[config.mk]
export PLATFORM = sky130hd
export DESIGN_NAME = uart_tx_arbiter
export DESIGN_NICKNAME = d
export VERILOG_FILES = /design/src/rtl/uart_arb_pkg.sv /design/src/rtl/uart_rr_picker.sv /design/src/rtl/uart_tx_arbiter.sv
export SDC_FILE = /design/constraint.sdc
export NUM_CORES = 1
export LEC_CHECK = 0
export CAP_MARGIN = 40
export CORE_MARGIN = 2
export CORE_UTILIZATION = 34
export CTS_CLUSTER_DIAMETER = 120
export DETAILED_ROUTE_END_ITERATION = 8
export PLACE_DENSITY = 0.76
export SYNTH_ARGS = -nofsm -noshare
export SYNTH_HDL_FRONTEND = slang
export SYNTH_SLANG_ARGS = --single-unit
[constraint.sdc]
create_clock -name sys_clk -period 2.3 [get_ports sys_clk]
set_clock_uncertainty 0.1 [all_clocks]
set_input_delay 0.575 -clock sys_clk [delete_from_list [all_inputs] [get_ports sys_clk]]
set_output_delay 0.575 -clock sys_clk [all_outputs]
set_load 0.02 [all_outputs]
[src/rtl/uart_arb_pkg.sv]
// Shared types and parameter defaults for the UART TX arbiter slice.
package uart_arb_pkg;

  localparam int NUM_REQ_DEFAULT        = 4;
  localparam int TIMEOUT_CYCLES_DEFAULT = 1024;

  typedef logic [0:0] state_t;

  localparam state_t ST_IDLE = 1'b0;
  localparam state_t ST_XFER = 1'b1;

endpackage : uart_arb_pkg

[src/rtl/uart_rr_picker.sv]
// Combinational round-robin picker: scans from last_owner+1 (mod NUM_REQ)
// and returns the first pending requester as a one-hot vector.
module uart_rr_picker
  import uart_arb_pkg::*;
#(
  parameter int NUM_REQ = NUM_REQ_DEFAULT,
  parameter int IDX_W   = $clog2(NUM_REQ)
) (
  input  logic [NUM_REQ-1:0] req_i,
  input  logic [IDX_W-1:0]   last_owner_i,
  output logic [NUM_REQ-1:0] winner_o
);

  logic             found;
  logic [IDX_W-1:0] idx;

  // NOTE: every variable assigned in this block gets a default first, so no
  // path leaves a value unassigned and no latch is inferred.
  always_comb begin
    winner_o = '0;
    found    = 1'b0;
    idx      = '0;
    for (int off = 1; off <= NUM_REQ; off++) begin
      idx = IDX_W'((int'(last_owner_i) + off) % NUM_REQ);
      if (!found && req_i[idx]) begin
        winner_o[idx] = 1'b1;
        found         = 1'b1;
      end
    end
  end

endmodule : uart_rr_picker

[src/rtl/uart_tx_arbiter.sv]
// Round-robin arbiter that lets one requester at a time stream a message into
// the UART TX FIFO. Define UART_TX_ARB_TIMEOUT_EN to add the idle-grant watchdog.
module uart_tx_arbiter
  import uart_arb_pkg::*;
#(
  parameter int NUM_REQ        = NUM_REQ_DEFAULT,
  parameter int TIMEOUT_CYCLES = TIMEOUT_CYCLES_DEFAULT
) (
  input  logic                 sys_clk,
  input  logic                 reset_n,
  input  logic [NUM_REQ-1:0]   req_valid,
  input  logic [NUM_REQ-1:0]   req_last,
  input  logic [8*NUM_REQ-1:0] req_data,
  output logic [NUM_REQ-1:0]   req_ready,
  output logic [NUM_REQ-1:0]   grant,
  output logic [7:0]           tx_data,
  output logic                 tx_wren,
  input  logic                 tx_fifo_full,
  output logic                 busy,
  output logic                 timeout_err
);

  localparam int IDX_W = $clog2(NUM_REQ);

  state_t               state_q, state_d;
  logic [NUM_REQ-1:0]   grant_q, grant_d;
  logic [IDX_W-1:0]     owner_q, owner_d;
  logic [IDX_W-1:0]     last_owner_q, last_owner_d;
  logic [NUM_REQ-1:0]   winner;
  logic [IDX_W-1:0]     win_idx;
  logic                 xfer;
  logic                 fire;
  logic                 owner_last;
  logic                 timeout_hit;

  uart_rr_picker #(
    .NUM_REQ (NUM_REQ),
    .IDX_W   (IDX_W)
  ) u_picker (
    .req_i        (req_valid),
    .last_owner_i (last_owner_q),
    .winner_o     (winner)
  );

  always_comb begin
    win_idx = '0;
    for (int i = 0; i < NUM_REQ; i++) begin
      if (winner[i]) win_idx = IDX_W'(i);
    end
  end

  // Datapath is purely combinational off the registered grant: zero-latency
  // forwarding, and reset clears every output asynchronously through grant_q.
  assign xfer      = (state_q == ST_XFER);
  assign busy      = xfer;
  assign grant     = grant_q;
  assign req_ready = xfer ? (grant_q & {NUM_REQ{~tx_fifo_full}}) : '0;
  assign fire      = |(req_valid & req_ready);
  assign tx_wren   = fire;

  always_comb begin
    tx_data    = '0;
    owner_last = 1'b0;
    for (int i = 0; i < NUM_REQ; i++) begin
      if (grant_q[i]) begin
        owner_last = req_last[i];
        if (fire) tx_data = req_data[i*8 +: 8];
      end
    end
  end

`ifdef UART_TX_ARB_TIMEOUT_EN
  localparam int WD_W = $clog2(TIMEOUT_CYCLES + 1);

  logic [WD_W-1:0] wdog_q, wdog_d;
  logic            timeout_err_q;

  // Counts stalled-by-requester cycles only; FIFO backpressure freezes it.
  always_comb begin
    wdog_d      = wdog_q;
    timeout_hit = 1'b0;
    if (!xfer || fire) begin
      wdog_d = '0;
    end else if (!tx_fifo_full) begin
      if (wdog_q == WD_W'(TIMEOUT_CYCLES - 1)) begin
        timeout_hit = 1'b1;
        wdog_d      = '0;
      end else begin
        wdog_d = wdog_q + WD_W'(1);
      end
    end
  end

  always_ff @(posedge sys_clk or negedge reset_n) begin
    if (!reset_n) begin
      wdog_q        <= '0;
      timeout_err_q <= 1'b0;
    end else begin
      wdog_q        <= wdog_d;
      timeout_err_q <= timeout_hit;
    end
  end

  assign timeout_err = timeout_err_q;
`else
  assign timeout_hit = 1'b0;
  assign timeout_err = 1'b0;
`endif

  always_comb begin
    state_d      = state_q;
    grant_d      = grant_q;
    owner_d      = owner_q;
    last_owner_d = last_owner_q;
    if (state_q == ST_IDLE) begin
      if (|req_valid) begin
        state_d = ST_XFER;
        grant_d = winner;
        owner_d = win_idx;
      end
    end else if ((fire && owner_last) || timeout_hit) begin
      state_d      = ST_IDLE;
      grant_d      = '0;
      last_owner_d = owner_q;
    end
  end

  // NOTE: sequential state uses non-blocking assignments so every register
  // samples its pre-edge inputs, independent of statement order.
  always_ff @(posedge sys_clk or negedge reset_n) begin
    if (!reset_n) begin
      state_q      <= ST_IDLE;
      grant_q      <= '0;
      owner_q      <= '0;
      last_owner_q <= IDX_W'(NUM_REQ - 1);
    end else begin
      state_q      <= state_d;
      grant_q      <= grant_d;
      owner_q      <= owner_d;
      last_owner_q <= last_owner_d;
    end
  end

endmodule : uart_tx_arbiter

# [Word-level counts from Yosys, hierarchy flattened]
# Cells that the tools add are included.
[classes] n_addsub=4 n_lt_le_gt_ge=8 eq_ne=1 n_mux=45 bitwise_logic=7 reduce_logical=17
[op_table] operator="two-way mux 8 bit" count=8
[op_table] operator="two-way mux 4 bit" count=8
[op_table] operator="two-way mux 1 bit" count=19
[op_table] operator="less-than comparator 2 x 3 -> 1 bit (second input constant)" count=4
[op_table] operator="OR 4 bit" count=3
[op_table] operator="AND 4 bit" count=2
[op_table] operator="binary-select mux 1 bit (select 2 bit)" count=4
[op_table] operator="demux 1 bit (select 2 bit)" count=4
[op_table] operator=">= comparator 2 x 1 -> 1 bit (second input constant)" count=4
[op_table] operator="logical AND 1 bit" count=8
[op_table] operator="OR reduction 4 bit" count=2
[op_table] operator="AND reduction 2 bit" count=3
[op_table] operator="adder 2 x 1 -> 2 bit (second input constant)" count=2
[op_table] operator="adder 2 bit (second input constant)" count=2
[op_table] operator="two-way mux 2 bit" count=2
[op_table] operator="logical NOT 1 bit" count=3
[op_table] operator="!= test 2 x 1 -> 1 bit (second input constant)" count=1
[op_table] operator="NOT 1 bit" count=2
[op_table] operator="nonzero test 2 bit" count=1
[word_totals] reg_bits=9 in_bits=43 output_inout_bits=19 wordCells=86

# [Depth between registers and ports, before layout]
# Gate-level depths: netlist (run 1).
[logic_depth] ltp_word=16 mapped_depth=8 ltp_nobuf=7

# [By module]
# From an unflattened synthesis (run 1), not the netlist that was laid out.
[hier_totals] cells_unflattened=131 area_unflattened_um2=1118.6
[modules_own_cells] mod="uart_tx_arbiter" instances=1 cells_per_inst=93 area_per_inst_um2=760.7 seq_area_each_um2=227.7
[modules_own_cells] mod="uart_rr_picker" instances=1 cells_per_inst=38 area_per_inst_um2=357.8 seq_area_each_um2=0.0

# [Least setup slack after synthesis (run 1)]
# No wires, ideal clock.
[synth_timing] path_type="register to register" startpoint="register last_owner_q[0]" endpoint="register owner_q[1]" setup_time_ns=0.073 arrival_time_ns=2.352 required_time_ns=2.127 slack_ns=-0.225 path_stages_with_launch=9 path_buffers=1 synth_period_minus_slack_ns=2.525 path_cell_list="dfstp_2 -> buf_6 -> inv_1 -> ha_1 -> mux4_1 -> nor4b_4 -> a222oi_1 -> and3_4 -> a21oi_2"
[synth_via] elab_chain_cells=15 word_cells_on_any_way=50 classes_between="4 x add/sub; 8 x order compare; 25 x mux; 3 x bitwise; 10 x reduce/logical"
[synth_lines] item="start, declared" line="uart_tx_arbiter.sv:28" source="logic [IDX_W-1:0] last_owner_q, last_owner_d;"
[synth_lines] item="start signal, assigned" line="uart_tx_arbiter.sv:135" source="last_owner_q <= IDX_W'(NUM_REQ - 1);"
[synth_lines] item="start signal, assigned" line="uart_tx_arbiter.sv:140" source="last_owner_q <= last_owner_d;"
[synth_lines] item="branches (longest 12 deep; another with less-than comparator 2 x 3 -> 1 bit)"
[synth_lines] item="two-way mux 4 bit *" line="uart_rr_picker.sv:25" source="if (!found && req_i[idx]) begin"
[synth_lines] item="two-way mux 2 bit" line="uart_tx_arbiter.sv:48" source="if (winner[i]) win_idx = IDX_W'(i);"
[synth_lines] item="two-way mux 2 bit *" line="uart_tx_arbiter.sv:48"
[synth_lines] item="end signal, assigned" line="uart_tx_arbiter.sv:139" source="owner_q <= owner_d;"
[synth_lines] item="end, declared" line="uart_tx_arbiter.sv:27" source="logic [IDX_W-1:0] owner_q, owner_d;"
# Mark *: on every way between the ends. The select of a mux whose other input is x is not followed.
# A chain may end at the register's enable or synchronous reset.

# [Worst setup path in the final report (run 1)]
[layout_timing] startpoint="register last_owner_q[0]" endpoint="register owner_q[0]"
[layout_via] elab_chain_cells=16 word_cells_on_any_way=51 classes_between="4 x add/sub; 8 x order compare; 26 x mux; 3 x bitwise; 10 x reduce/logical"
[layout_lines] item="branches (longest 12 deep; another with less-than comparator 2 x 3 -> 1 bit)"
[layout_lines] item="two-way mux 4 bit *" line="uart_rr_picker.sv:25"
[layout_lines] item="two-way mux 1 bit" line="uart_tx_arbiter.sv:48"
[layout_lines] item="two-way mux 2 bit" line="uart_tx_arbiter.sv:48"
[layout_lines] item="two-way mux 2 bit *" line="uart_tx_arbiter.sv:48"
# Marks and branches as above.

==> results of run 1 <==
[power breakdown]
group	internal (mW)	switching (mW)	total [mW]
registers	0.240	0.0652	0.305
logic	0.959	0.937	1.90
clock network	0.0671	0.0609	0.128
[timing repair]
item	4_1_cts	5_1_grt
cloned	0	0
endpoints found under the setup margin	18	17
endpoints found under the hold margin	0	0
pin swaps	22	21
resized for setup	98	35
hold buffers	0	0
buffers inserted	2	2
[per-stage QoR]
step | hold slack, ns | total power, mW | worst slack (ns)
after floorplan | 0.179 | 1.26 | -0.109
after detailed placement | 0.400 | 1.88 | -0.634
after global routing | 0.452 | 2.50 | -0.183
after global placement | 0.405 | 1.82 | -0.612
final | 0.423 | 2.33 | -0.0817
after CTS | 0.426 | 2.16 | -0.0818
[cell usage after synthesis, drive strengths merged, types with 2 or more instances]
cell type and instances:
nor3 8, inv 4, dfrtp 7, dfstp 2, a22o 2, a21oi 14
o21ai 6, a221oi 8, ha 8, nor2 18, nor2b 5, mux2 2
nand3b 2, clkbuf 4, nand3 3, and2 6, mux4 4, buf 2
nand2 9
[layout make-up]
cell class,instances,share of cell area [%]
inverter,5,1.05
timing repair buffer,90,40.6
tap,44,2.57
clock buffer,4,1.23
sequential,9,10.7
multi-input combinational,109,43.9
[cells in the final DEF, fill, tap and decap left out, types with 2 or more instances in the layout]
cell | Yosys | final
clkdlybuf4s50_1 | 0 | 25
buf_4 | 1 | 21
buf_6 | 1 | 16
nor2_1 | 18 | 14
dlymetal6s2s_1 | 0 | 11
dlygate4sd2_1 | 0 | 11
a21oi_1 | 12 | 10
nand2_1 | 9 | 8
ha_1 | 8 | 7
dfrtp_1 | 7 | 6
a221oi_2 | 0 | 5
nor3_2 | 0 | 4
a21oi_2 | 2 | 4
nor2_2 | 0 | 4
nor3_1 | 8 | 4
and2_1 | 6 | 4
nor2b_1 | 5 | 3
mux4_2 | 2 | 3
nand3_1 | 3 | 3
clkbuf_4 | 0 | 3
buf_2 | 0 | 3
a22o_1 | 2 | 2
inv_1 | 4 | 2
nand3b_1 | 2 | 2
o21ai_1 | 2 | 2
and2_4 | 0 | 2
a221oi_4 | 0 | 2
o21ai_0 | 4 | 2
mux2_2 | 2 | 2
dfstp_2 | 2 | 2
[logic make-up (layout without fill, tap and decap cells)]
kind of cell | after synthesis | after routing
simple gates | 57 | 57
flops | 9 | 9
compound gates | 37 | 37
mux | 6 | 6
buf+inv | 11 | 99
fa+ha+maj | 8 | 8
other cells | 1 | 1
[critical path, cell delays in order, from the launching register on]
cell and delay [ns]:
dfstp_2 0.58, inv_4 0.05, ha_4 0.27, mux4_2 0.53
nor4b_4 0.30, buf_4 0.17, nand2_2 0.05, o211ai_1 0.13
a21oi_2 0.09
[worst paths after layout]
kind | to | depth (start not counted) | slack [ns]
max reg2reg | owner_q[0] | 8 | -0.08
min | last_owner_q[1] | 1 | 0.42
min in group asynchronous | grant[2] | 1 | 0.51
max | owner_q[0] | 8 | -0.08
min reg2reg | last_owner_q[1] | 1 | 0.42
max in group asynchronous | last_owner_q[0] | 1 | 1.26
[routing by layer]
| metal | GRT usage (%) | wire length (um) |
|---|---|---|
| met1 | 23.9 | 1650 |
| met2 | 39.9 | 2100 |
| met3 | 4.98 | 318 |
| met4 | 10.5 | 99 |
| met5 | 0 | 0 |
[registers in the layout (all words and copies together), names as in the netlist]
name and count:
last_owner_q 2, busy 1, grant 4, owner_q 2
==> flow_metrics.env, run 1 <==
export IMPL_synth_largest_area_cell="dfrtp_1"
export IMPL_ys_ff_latch=9
export IMPL_required_ns=2.35
export IMPL_synth_area_per_cell_um2=8.27
export IMPL_synthToLayoutAreaGrowth_pct=100
export IMPL_cts_buffers=3
export IMPL_root_buffer="clkbuf_4"
export IMPL_cp_end_kind="flip-flop"
export IMPL_core_area_mm2=0.00303
export IMPL_vias=1365
export IMPL_grt_pass1_wl_mm=5.84
export IMPL_grt_start_max_net_pins=12
export IMPL_dpl_hpwl_mm=3.02
export IMPL_multiInputGateArea_um2=938
export IMPL_synth_distinct_cells=38
export IMPL_setup_violations_final=6
export IMPL_period_minus_slack_ns=2.38
export IMPL_synth_xor_area_share_pct=0
export IMPL_ios=62
export IMPL_track_usage_pct=22.0
export IMPL_post_route_util_pct=70.7
export IMPL_p_per_area_mw_per_mm2=1090
export IMPL_final_period_utilization_pct=104
export IMPL_final_max_slew_viol_count=0
export IMPL_violations="setup timing"
export IMPL_drive_above_1_share_pct=41.0
export IMPL_synthSimpleGateAreaFrac_pct=28.8
export IMPL_drt_iter0_drc=101
export IMPL_synth_cells=129
export IMPL_postPlaceCellArea_mm2=0.00190
export IMPL_via_per_inst=5.23
export IMPL_dp_cells=253
export IMPL_synth_nets=180
export IMPL_clock_latency_ns=0.27
export IMPL_die_x_um=60.0
export IMPL_critPathLaunch="last_owner_q[0]"
export IMPL_start_kind="flip-flop"
export IMPL_ys_flop_type="dfrtp_1"
export IMPL_synthArstFlopShare_pct=100
export IMPL_grt_pass1_vias=1264
export IMPL_port_buffers=60
export IMPL_cellLeakagePower_nw=0.998
export IMPL_synth_compound_area_share_pct=23.9
export IMPL_critPathArrivalTime_ns=2.44
export IMPL_gp_congestion=0.899
export IMPL_stdcell_count=261
export IMPL_die_area_mm2=0.00360
export IMPL_drc_errors=0
export IMPL_setup_ws_ns=-0.0817
export IMPL_routedWlPerCell_um=16.0
export IMPL_reg2reg_from="last_owner_q[0]"
export IMPL_drt_wl_total_mm=4.18
export IMPL_antenna_found_initial=0
export IMPL_cts_max_level=1
export IMPL_ys_warn_count=0
export IMPL_grt_setup_unrepaired="true"
export IMPL_design_area_mm2=0.00214
export IMPL_start_util_pct=35.2
export IMPL_die_y_um=60.0
export IMPL_grt_overflow_total=0
export IMPL_first_pass_iters=4
export IMPL_ant_nets=0
export IMPL_num_antenna_cells=0
export IMPL_synth_area_top_cells="dfrtp_1 (16%), ha_1 (9.4%), a221oi_1 (6.6%)"
export IMPL_max_freq_mhz=420
export IMPL_crit_fanout=3
export IMPL_synth_top_family_by_area="simple AND/OR/NAND/NOR gates"
export IMPL_synth_edf_count=0
export IMPL_max_cap_violations=0
export IMPL_cts_tree="built"
export IMPL_status="complete, but fails checks"
export IMPL_synthAdderAreaFrac_pct=9.38
export IMPL_cts_buffer_depth=2
export IMPL_rows=20
export IMPL_clock_sinks=9
export IMPL_tns_ns=-0.269
export IMPL_min_from="owner_q[1]"
export IMPL_synth_top_area_share_pct=16.4
export IMPL_seq_area_um2=229
export IMPL_path_class="reg2reg"
export IMPL_hold_viol_final=0
export IMPL_path_clk_slew_ns=0.07
export IMPL_finalNetCount=269
export IMPL_fillers=226
export IMPL_seq_area_frac_synth_pct=21.3
export IMPL_netlist_area_mm2=0.00107
export IMPL_irDropWorstVdd_mv=0.708
export IMPL_hold_class="reg2reg"
export IMPL_muxShareOfSynthArea_pct=11.3
Power figures use the tool's default switching activity.
==> run 2: changes to the inputs <==
--- a/config.mk
+++ b/config.mk
@@ -10,6 +10,7 @@
 export CORE_UTILIZATION = 34
 export CTS_CLUSTER_DIAMETER = 120
 export DETAILED_ROUTE_END_ITERATION = 8
+export MAX_ROUTING_LAYER = met4
 export PLACE_DENSITY = 0.76
 export SYNTH_ARGS = -nofsm -noshare
 export SYNTH_HDL_FRONTEND = slang
==> flow_metrics.env, run 2 (synthesis results as in run 1) <==
export IMPL_critPathMaxStageDelay_ns=0.57
export IMPL_period_minus_slack_ns=2.41
export IMPL_max_cap_violations=0
export IMPL_num_antenna_cells=0
export IMPL_p_per_area_mw_per_mm2=1130
export IMPL_synthToLayoutAreaGrowth_pct=98.9
export IMPL_path_class="reg2reg"
export IMPL_drt_iter0_drc=52
export IMPL_die_area_mm2=0.00360
export IMPL_max_freq_mhz=414
export IMPL_hold_class="reg2reg"
export IMPL_critPathArrivalTime_ns=2.50
export IMPL_stdcell_count=265
export IMPL_finalNetCount=273
export IMPL_dpl_hpwl_mm=3.12
export IMPL_via_per_inst=5.19
export IMPL_layout_common_cells="buf_4 (33), clkdlybuf4s50_1 (24), nor2_1 (17)"
export IMPL_crit_fanout=4
export IMPL_setup_ws_ns=-0.114
export IMPL_port_buffers=60
export IMPL_clock_latency_ns=0.26
export IMPL_grt_overflow_total=0
export IMPL_required_ns=2.39
export IMPL_final_common_cell="buf_4"
export IMPL_postPlaceCellArea_mm2=0.00189
export IMPL_crit_chain="inv_4 -> ha_4 -> mux4_2 -> nor4b_4 -> a222oi_1 -> and3_4 -> a21oi_2"
export IMPL_root_buffer="clkbuf_4"
export IMPL_final_period_utilization_pct=105
export IMPL_cp_end_kind="flip-flop"
export IMPL_violations="setup timing"
export IMPL_cts_hold_buf=0
export IMPL_largest_reg_flops=4
export IMPL_drive_above_1_share_pct=39.8
export IMPL_core_area_mm2=0.00303
export IMPL_hold_worst_slack_ns=0.437
export IMPL_first_pass_iters=5
export IMPL_routedWlPerCell_um=16.0
export IMPL_grt_start_max_net_pins=12
export IMPL_drt_wl_total_mm=4.25
export IMPL_rows=20
export IMPL_cts_tree="built"
export IMPL_die_x_um=60.0
export IMPL_crit_slowest_cell="dfstp_2"
export IMPL_grt_pass1_vias=1293
export IMPL_start_kind="flip-flop"
export IMPL_ant_nets=0
export IMPL_cts_max_level=1
export IMPL_die_y_um=60.0
export IMPL_hold_viol_final=0
export IMPL_cellLeakagePower_nw=0.969
export IMPL_cts_buffer_depth=2
export IMPL_path_clk_slew_ns=0.06
export IMPL_vias=1375
export IMPL_design_area_mm2=0.00212
export IMPL_dp_cells=252
export IMPL_antenna_found_initial=0
export IMPL_grt_pass1_wl_mm=5.94
export IMPL_track_usage_pct=22.5
export IMPL_grt_setup_unrepaired="true"
export IMPL_ios=62
export IMPL_setup_violations_final=5
export IMPL_drc_errors=0
export IMPL_clock_sinks=9
export IMPL_status="complete, but fails checks"
export IMPL_finalPower_mw=2.40
export IMPL_gp_congestion=0.937
export IMPL_start_util_pct=35.2
export IMPL_cts_buffers=3
export IMPL_irDropWorstVdd_mv=0.680
export IMPL_final_max_slew_viol_count=0
==> run 2: final timing paths <==
kind                                 startpoint               to  slack [ns]  cells after the start
worst min register to register       owner_q[0]  last_owner_q[0]        0.44                      1
worst max register to register  last_owner_q[0]       owner_q[1]       -0.11                      7
min in group asynchronous               reset_n             busy        0.50                      1
max in group asynchronous               reset_n  last_owner_q[0]        1.28                      1
worst max-delay path            last_owner_q[0]       owner_q[1]       -0.11                      7
worst min-delay path                 owner_q[0]  last_owner_q[0]        0.44                      1
==> run 2: critical path: cells and delay by family (launching register included) <==
kind            cells  cell delay (ns)
buf+inv             1             0.05
mux                 1             0.53
simple gates        2             0.56
compound gates      2             0.27
fa+ha+maj           1             0.26
flops               1             0.57
==> run 2: metrics by stage <==
| stage | utilization [%] | worst slack, ns | TNS, ns |
|---|---|---|---|
| finish | 70.1 | -0.114 | -0.333 |
| global route | 70.1 | -0.198 | -0.919 |
| CTS | 65.1 | -0.142 | -0.487 |
| detailed placement | 62.4 | -0.644 | -9.73 |
| global placement | 62.4 | -0.608 | -8.94 |
| floorplan | - | -0.109 | -0.361 |
==> run 2: area by class of cell <==
class	instances	area, um2
timing repair buffer	94	852
sequential	9	229
fill	227	905
clock buffer	4	26.3
tap	44	55.1
inverter	5	22.5
multi-input combinational	109	938
==> run 2: repair_timing <==
| action | CTS | global route |
|---|---|---|
| endpoints found under the hold margin | 0 | 0 |
| setup endpoints to repair | 19 | 16 |
| buffers inserted | 2 | 7 |
| gates resized for setup | 88 | 35 |
| pin swaps | 23 | 22 |
==> run 2: power breakdown <==
part           internal, mW  total (mW)  switching (mW)
combinational          1.02        1.97           0.946
clock                0.0670       0.125          0.0581
sequential            0.240       0.309          0.0694
total                  1.33        2.40            1.07
==> run 2: layer usage <==
layer / track usage (%) / wire [um] / vias to the layer above
li1: - / - / 660
met1: 23.2 / 1620 / 646
met2: 43.6 / 2240 / 63
met3: 4.33 / 349 / 6
met4: 4.44 / 42 / 0
met5: - / 0 / -
